`config.mk`:
```
export PLATFORM = sky130hd
export DESIGN_NAME = contadores
export DESIGN_NICKNAME = d
export VERILOG_FILES = /design/src/rtl/contadores_pkg.sv /design/src/rtl/counter_unit.sv /design/src/rtl/contadores.sv
export SDC_FILE = /design/constraint.sdc
export NUM_CORES = 1
export LEC_CHECK = 0
export ABC_AREA = 1
export CORE_MARGIN = 5
export CORE_UTILIZATION = 40
export DETAILED_ROUTE_END_ITERATION = 7
export PLACE_DENSITY_LB_ADDON = 0.08
export SKIP_LAST_GASP = 1
export SYNTH_ARGS = -nofsm -noshare
export SYNTH_HDL_FRONTEND = slang
export SYNTH_SLANG_ARGS = --single-unit
```
`constraint.sdc`:
```
create_clock -name clk -period 1.3 [get_ports clk]
set_input_delay 0.13 -clock clk [delete_from_list [all_inputs] [get_ports clk]]
set_output_delay 0.13 -clock clk [all_outputs]
set_load 0.03 [all_outputs]
```
`src/rtl/contadores_pkg.sv`:
```
// Shared constants, FSM state encoding and index helper for the pop-counter block.
// Optional feature: CONTADORES_CLEAR_ON_READ_EN (clear-on-read) is handled in contadores.sv.
package contadores_pkg;

    localparam int NUM_CNT = 5;
    localparam int CNT_W   = 5;
    localparam int IDX_W   = 3;

    typedef enum logic [1:0] {
        ST_RESET  = 2'd0,
        ST_IDLE   = 2'd1,
        ST_ACTIVE = 2'd2
    } state_t;

    function automatic logic idx_legal(input logic [IDX_W-1:0] idx);
        return idx < IDX_W'(NUM_CNT);
    endfunction

endpackage

```
`src/rtl/counter_unit.sv`:
```
// Single wrapping counter with increment and clear; clear wins over the old value but a
// coincident increment still lands, so clear+inc leaves 1. One-cycle update, no backpressure.
module counter_unit
    import contadores_pkg::*;
(
    input  logic             clk,
    input  logic             rst_n,
    input  logic             inc,
    input  logic             clr,
    output logic [CNT_W-1:0] cnt
);

    always_ff @(posedge clk or negedge rst_n) begin
        if (!rst_n) begin
            cnt <= '0;
        end else if (clr) begin
            cnt <= inc ? CNT_W'(1) : '0;
        end else if (inc) begin
            cnt <= cnt + CNT_W'(1);
        end
    end

endmodule

```
`src/rtl/contadores.sv`:
```
// Five per-FIFO pop counters with a one-cycle-latency read port; reads return pre-update values.
// Latency 1 cycle, no backpressure; CONTADORES_CLEAR_ON_READ_EN makes reads destructive.
module contadores
    import contadores_pkg::*;
(
    input  logic             clk,
    input  logic             reset_L,
    input  logic             pop_0,
    input  logic             pop_1,
    input  logic             pop_2,
    input  logic             pop_3,
    input  logic             pop_4,
    input  logic             req,
    input  logic [IDX_W-1:0] idx,
    output logic             valid,
    output logic [CNT_W-1:0] data_out,
    output logic             idle
);

    state_t             state, state_nxt;
    logic               run;
    logic               rd_ok;
    logic [NUM_CNT-1:0] pop_vec;
    logic [NUM_CNT-1:0] rd_clr;
    logic [CNT_W-1:0]   cnt [NUM_CNT];
    logic [CNT_W-1:0]   rd_dat;

    assign pop_vec = {pop_4, pop_3, pop_2, pop_1, pop_0};
    // The RESET->IDLE edge is a dead cycle: neither pops nor requests are taken on it.
    assign run     = (state != ST_RESET);
    assign rd_ok   = run && req && idx_legal(idx);

    always_ff @(posedge clk or negedge reset_L) begin
        if (!reset_L) begin
            state <= ST_RESET;
        end else begin
            state <= state_nxt;
        end
    end

    always_comb begin
        state_nxt = state;
        idle      = 1'b0;
        case (state)
            ST_RESET: begin
                state_nxt = ST_IDLE;
            end
            ST_IDLE: begin
                idle = 1'b1;
                if ((|pop_vec) || req) state_nxt = ST_ACTIVE;
            end
            ST_ACTIVE: begin
                if (!(|pop_vec) && !req) state_nxt = ST_IDLE;
            end
            default: begin
                state_nxt = ST_RESET;
            end
        endcase
    end

    always_comb begin
        rd_clr = '0;
`ifdef CONTADORES_CLEAR_ON_READ_EN
        for (int n = 0; n < NUM_CNT; n++) begin
            if (rd_ok && (idx == IDX_W'(n))) rd_clr[n] = 1'b1;
        end
`endif
    end

    for (genvar g = 0; g < NUM_CNT; g++) begin : g_cnt
        counter_unit u_cnt (
            .clk   (clk),
            .rst_n (reset_L),
            .inc   (run && pop_vec[g]),
            .clr   (rd_clr[g]),
            .cnt   (cnt[g])
        );
    end

    always_comb begin
        rd_dat = '0;
        for (int n = 0; n < NUM_CNT; n++) begin
            if (idx == IDX_W'(n)) rd_dat = cnt[n];
        end
    end

    always_ff @(posedge clk or negedge reset_L) begin
        if (!reset_L) begin
            valid    <= 1'b0;
            data_out <= '0;
        end else begin
            valid    <= rd_ok;
            data_out <= rd_ok ? rd_dat : '0;
        end
    end

endmodule

```
# Word level (Yosys, flattened, before mapping)
# Cells that the tools add are included.
# classes
n_lt_le_gt_ge,1
n_eq_ne,8
n_mux,10
reduce_logical,16
addsub,5
# ops
cell,count
two-way mux 5 bit,6
"adder 5 x 1 -> 5 bit, second input constant",5
logical AND 1 bit,8
"== test 3 x 2 -> 1 bit, second input constant",2
one-hot mux 2 bit (3 select lines),1
OR reduction 5 bit,1
two-way mux 2 bit,2
"!= test 2 bit, second input constant",2
"== test 3 x 1 -> 1 bit, second input constant",1
"== test 3 bit, second input constant",1
zero test 3 bit,1
"< comparator 3 bit, second input constant",1
"== test 2 x 1 -> 1 bit, second input constant",1
"== test 2 bit, second input constant",1
zero test 1 bit,2
zero test 2 bit,1
AND reduction 2 bit,1
nonzero test 2 bit,1
logical OR 1 bit,1
two-way mux 1 bit,1
# word_totals
output_inout_bits,7
ff_bits,33
input_bits,11
wordCells,48

# Depth between registers and ports, before layout
# logic_depth
depth_word,7
depth_mapped,8

# Hierarchy
# Synthesis repeated with hierarchy kept, for this count alone.
# hier_totals
hier_cells,243
area_unflattened_um2,1881.8
# modules_own_cells
mod,area_each_um2,cells_each,n_inst
counter_unit,247.7,30,5
contadores,643.1,93,1

# Worst setup path before layout
# No wires, ideal clock.
# synth_timing
kind,register to register
start,reg state[1]
end,reg g_cnt[0].u_cnt.cnt[1]
arrival_time_ps,1034
required_time_ps,1175
synth_period_minus_slack_ps,1159
path_slack_ps,141
path_buffers,0
stages_incl_launch_ff,4
cell_sequence,dfrtp_1 -> nor2_8 -> nor2_4 -> mux2_4
# synth_between
elab_chain_cells,2
# synth_lines
item,line,rtl
start: declaration,contadores.sv:20,"state_t state, state_nxt;"
start signal: assignment,contadores.sv:37,state <= state_nxt;
nonzero test 2 bit,contadores.sv:30,assign run = (state != ST_RESET);
logical AND 1 bit,contadores.sv:74,".inc (run && pop_vec[g]),"
end signal: assignment,counter_unit.sv:17,cnt <= inc ? CNT_W'(1) : '0;
end signal: assignment,counter_unit.sv:19,cnt <= cnt + CNT_W'(1);
end: declaration,counter_unit.sv:10,output logic [CNT_W-1:0] cnt
# Every way passes these cells.
# A chain may end at the register's enable or synchronous reset.

# Worst setup path in the final report
# layout_timing
start,reg state[1]
end,reg g_cnt[1].u_cnt.cnt[1]
# layout_between
elab_chain_cells,2
# layout_lines
item,line
nonzero test 2 bit,contadores.sv:30
logical AND 1 bit,contadores.sv:74
end signal: assignment,counter_unit.sv:17
end signal: assignment,counter_unit.sv:19
end: declaration,counter_unit.sv:10
# Every way passes these cells.

==> flow_summary.ini <==
[logic_synthesis]
ys_types = 21
synth_top_family_by_area = simple AND/OR/NAND/NOR gates
ys_top_cells_by_area = dfrtp_1 (47%), nand2_1 (7.9%), nand4_1 (5.7%)
synth_ff_type = dfrtp_1
synth_compound_gate_area_share_pct = 3.99
syn_area_per_cell_um2 = 9.81
synth_fa_ha_area_share_pct = 3.56
yosys.area.top_type = dfrtp_1
synth-edff-count = 0
yosys_warnings = 0
synth_area_mm2 = 0.00176
synthSimpleGateAreaFrac_pct = 26.4
synth_top_area_share_pct = 47.0
async_reset_ff_share_pct = 100
synth-xor-area-share_pct = 9.98
yosys.cell_count.top_type = nand2_1
synth-seq-area-share_pct = 47.0
synth_fp_nets = 195
synth_cells = 179
yosys-top-cells-count = nand2_1 (37), dfrtp_1 (33), inv_1 (24)
synth.area.mux_share_pct = 2.57
ys_seq_elements = 33

[clock_tree]
hold_buffers = 0
clk_latency_ns = 0.28
htree_levels = 2
cts_setup_buffers = 0
post_cts_resized = 6
clk_pin_slew_ns = 0.06
clockBufferDepth = 2
cts_sinks = 33
root_buffer = clkbuf_8
cts_tree = built
numCtsBuffers = 5

[die]
die_h_um = 76.2
start_util_pct = 40.9
io_pins = 18
fp.dieW_um = 76.2
rows = 24
die_area_mm2 = 0.00581
core_area_mm2 = 0.00429

[finish]
syn_to_final_growth_pct = 22.5
nets = 228
n_antenna_cell = 0
drive_gt1_share_pct = 19.8

[critical_path]
r2r_start = state[1]
critPathKind = reg2reg
critical_path.max_fanout = 7
endpoint_kind = flop
crit_arrival_ns = 1.40
cp-start-kind = flop
cp.required_ns = 1.47
setup.worst_path.start = state[1]

[global_routing]
antenna_found_initial = 0
grt_pass1_vias = 1289
grt_use_total_pct = 12.2
grt_pass1_wl_mm = 5.75
overflow = 0
grt_max_degree = 34

[timing]
finalCriticalPeriod_ns = 1.23
worst_hold_slack_ns = 0.207
fin_tns_setup_ns = 0
tightest_slew_ns = 0.303
relSlewSlack_pct = 79.9
rsz0062_at_grt = no
finClkSkew_ns = 0.00344
finalSetupViolCount = 0
max_freq_ghz = 0.811
slew_violations = 0
hold_viol_final = 0
finalWorstSetupSlack_ns = 0.0666
period_share_pct = 94.9

[run_status]
status = finished, final reports clean

[placement]
place_congestion = 0.792
dp_hpwl_mm = 2.55
post-place-ws_ns = -0.114
port_buffers = 17

[detailed_routing]
drt-pass1-iter-count = 4
drt_iter0_drc = 32
drc = 0
ant_nets = 0
num_vias = 1245
routed_via_density = 4.72
wl_per_cell_um = 12.1
routed_wl_mm = 3.19

[power]
peakVddDrop_v = 0.000972
p_leak_uw = 0.00105
power_density_mw_per_mm2 = 1950
total_power_uw = 4200

[hold_path]
hold_class = in2async

[flow_run]
cap_violations = 0
[flip-flops by register name (all words and copies together) (netlist names)]
name / cells
g_cnt.u_cnt.cnt: 25
data_out: 5
state: 2
valid: 1
[layout make-up]
type / count / area, um^2
Inverter: 28 / 108
Clock buffer: 7 / 86.3
Timing Repair Buffer: 27 / 248
Tap cell: 52 / 65.1
Multi-Input combinational cell: 117 / 817
Sequential cell: 33 / 826
Fill cell: 402 / 2140
[critical path, cell delays in order, from the launching register on]
cell     delay, ns
dfrtp_1       0.45
nor2_8        0.28
nor2_4        0.08
mux2_4        0.30
[logic make-up after synthesis]
logic type      after synthesis
compound gates                9
xor+xnor                     20
fa+ha+maj                     5
buf+inv                      29
flops                        33
mux                           3
simple gates                 80
[where the power goes]
part           switching [uW]  total, uW  internal, uW
logic                     771       1490           720
registers                 459       1950          1490
clock network             340        759           419
total                    1570       4200          2630
[stage by stage]
stage	area, um^2	cells	util (%)
after CTS	2150	264	50.1
after global routing	2150	264	50.1
after detailed placement	2070	257	48.2
after floorplan	1760	179	-
after global placement	2070	257	48.2
final	2150	264	50.1
[placed cells by master, fill, tap and decap left out, types with 2 or more instances in the layout]
cell / n
nor2_8: 2
nor2_4: 7
nand3_1: 11
xor2_1: 11
nor2_1: 3
inv_1: 24
clkbuf_8: 6
clkdlybuf4s50_1: 10
xnor2_1: 9
inv_2: 3
mux2_4: 3
a21oi_2: 5
o21ai_1: 2
buf_4: 10
nand4_1: 16
dlygate4sd2_1: 6
ha_1: 5
dfrtp_1: 33
nand2_4: 3
nand2_1: 37
[routing by layer]
metal | vias to the layer above | wire length, um | GRT usage (%)
met2 | 21 | 1520 | 19.1
met4 | 0 | 55 | 4.72
met5 | - | 0 | 0
li1 | 640 | - | -
met3 | 5 | 149 | 4.26
met1 | 579 | 1470 | 15.4
[worst paths after layout]
path	to	slack [ns]	cells after the start
worst max-delay path	g_cnt[1].u_cnt.cnt[1]	0.07	3
worst min-delay path	g_cnt[2].u_cnt.cnt[1]	0.21	2
worst max register to register	g_cnt[1].u_cnt.cnt[1]	0.07	3
worst min register to register	g_cnt[1].u_cnt.cnt[4]	0.48	1
max in group asynchronous	g_cnt[0].u_cnt.cnt[4]	0.91	2
min in group clk	g_cnt[1].u_cnt.cnt[4]	0.48	1
No activity file was read; power rests on OpenSTA's default activity.
==> edit: new RTL, same settings <==
Register the output `idle`, with the module's reset; this adds one clock of latency there. The other outputs are not delayed to match.
--- a/src/rtl/contadores.sv
+++ b/src/rtl/contadores.sv
@@ -17,4 +17,6 @@
     output logic             idle
 );
+
+    logic idle_d;
 
     state_t             state, state_nxt;
@@ -41,5 +43,5 @@
     always_comb begin
         state_nxt = state;
-        idle      = 1'b0;
+        idle_d    = 1'b0;
         case (state)
             ST_RESET: begin
@@ -47,5 +49,5 @@
             end
             ST_IDLE: begin
-                idle = 1'b1;
+                idle_d = 1'b1;
                 if ((|pop_vec) || req) state_nxt = ST_ACTIVE;
             end
@@ -95,4 +97,12 @@
     end
 
+    always_ff @(posedge clk or negedge reset_L) begin
+        if (!reset_L) begin
+            idle <= '0;
+        end else begin
+            idle <= idle_d;
+        end
+    end
+
 endmodule
 
Check against the original RTL: not equivalent (Yosys sat finds a counterexample within 4 cycles, from zero or initial values and one cycle with reset_L low).
==> edit against the original RTL <==
Area after synthesis grew 0.93%; power grew 1.5%; first-iteration DRC count grew 28%; sequential cell count grew 1; setup slack gained 7.7 ps; die area grew 0.80%; count of clock-buffer cells in the layout is the same; routed wire length grew 7.6%; final area shrank 0.47%; critical path type unchanged; critical endpoint is now g_cnt[0].u_cnt.cnt[1]; largest power group unchanged; highest routed layer unchanged.
==> edit: results (changes against the original RTL) <==
Parameter                              Value

Status
  Outcome    finished clean

Synthesis
  Number of distinct library cell variants in the gate-level netlist after synthesis    20 (-4.8%)
  Synth Net Count    196 (+0.51%)
  Mux share of post-synthesis cell area    2.54% (-0.024 points)
  Commonest cells in the netlist    nand2_1, dfrtp_1, inv_1
  Leading cell types by total area after synthesis    dfrtp_1, nand2_1, inv_1
  Compound-gate portion of the synthesized area    3.95% (-0.037 points)
  Post-Synth XOR/XNOR Area    9.89% (-0.092 points)
  Proportion of synthesized chip area in sequential cells    48.0% (+0.98 points)

Global route
  Largest net degree at the start of global routing    35 (+2.9%)
  Global routing usage summed across all routing layers    12.9% (+0.72 points)
  First-pass GRT wire length    6090 µm (+6.0%)

Cells and area
  Number of nets in the finished design    225 (-1.3%)
  Fraction of layout instances using a drive strength above 1    17.1% (-2.7 points)
  Final instance count without filler cells    262 (-0.76%)
  Fill cell instance count of the final layout    426 (+6.0%)

Placed design
  Number of placed cells counting well taps    254 (-1.2%)
  Post-detailed-placement half-perimeter wirelength    2700 µm (+5.8%)
  Final estimated routing congestion in global placement    0.790 (-0.28%)

Power
  Switching pwr    1.62 mW (+3.0%)
  Maximum VDD drop    0.000892 V (-8.2%)
  Static power due to leakage    1.04 nW (-0.81%)

Timing
  Worst Hold Margin    214 ps (+6.96 ps)
  Post-route clock skew    3.57 ps (+0.133 ps)
  Headroom to the max-slew limit    79.6% (-0.33 points)

Route
  TritonRoute pass-1 iters    7 (+3)
  Vias per std cell    4.78 (+1.4%)

Critical path
  Beginning of the worst register-to-register path    state[0]
  Critical register-to-register path endpoint    g_cnt[0].u_cnt.cnt[1]
[edit: what timing repair did]
action	in CTS	in global routing
resized for setup	7	1
setup endpoints to repair	7	2
endpoints found under the hold margin	0	0
[edit: power groups by stage]
stage               clock network (mW)  registers, mW  logic, mW
finish                           0.804           1.99       1.47
global route                     0.885           2.05       1.65
CTS                              0.826           1.99       1.49
detailed placement                   0           2.00       1.50
global placement                     0           1.98       1.44
floorplan                            0           1.95       1.07
[edit: metrics by stage]
| step | instance area (µm²) | util (%) |
|---|---|---|
| 2_1_floorplan | 1770 | - |
| 3_3_place_gp | 2060 | 47.6 |
| 3_5_place_dp | 2060 | 47.6 |
| 4_1_cts | 2140 | 49.5 |
| 5_1_grt | 2140 | 49.5 |
| 6_report | 2140 | 49.5 |
[edit: worst max-delay path by stage]
stage,end,slack (ps),from
floorplan,g_cnt[0].u_cnt.cnt[1],140,state[0]
global placement,data_out[1],-200,idx[2]
detailed placement,data_out[0],-220,idx[2]
CTS,g_cnt[1].u_cnt.cnt[1],60,state[0]
global route,data_out[0],10,idx[1]
finish,g_cnt[0].u_cnt.cnt[1],70,state[0]
[edit: kinds of logic (layout without fill, tap and decap cells)]
logic type,after synthesis,after routing
flops,34,34
xor+xnor,20,20
mux,3,3
buf+inv,29,59
fa+ha+maj,5,5
simple gates,80,80
compound gates,9,9
[edit: layer usage]
layer	routed length (µm)	GRT usage, %
met1	1560	16.3
met4	40	4.72
met3	157	3.78
met2	1670	20.8
met5	0	0
[edit: final cells by class]
type	instances	area [µm²]	area share, %
multi-input combinational	117	808	37.8
clock inverter	1	5.00	0.234
tap	52	65.1	3.04
inverter	28	105	4.91
clock buffer	7	86.3	4.04
sequential	34	851	39.8
timing repair buffer	23	219	10.2
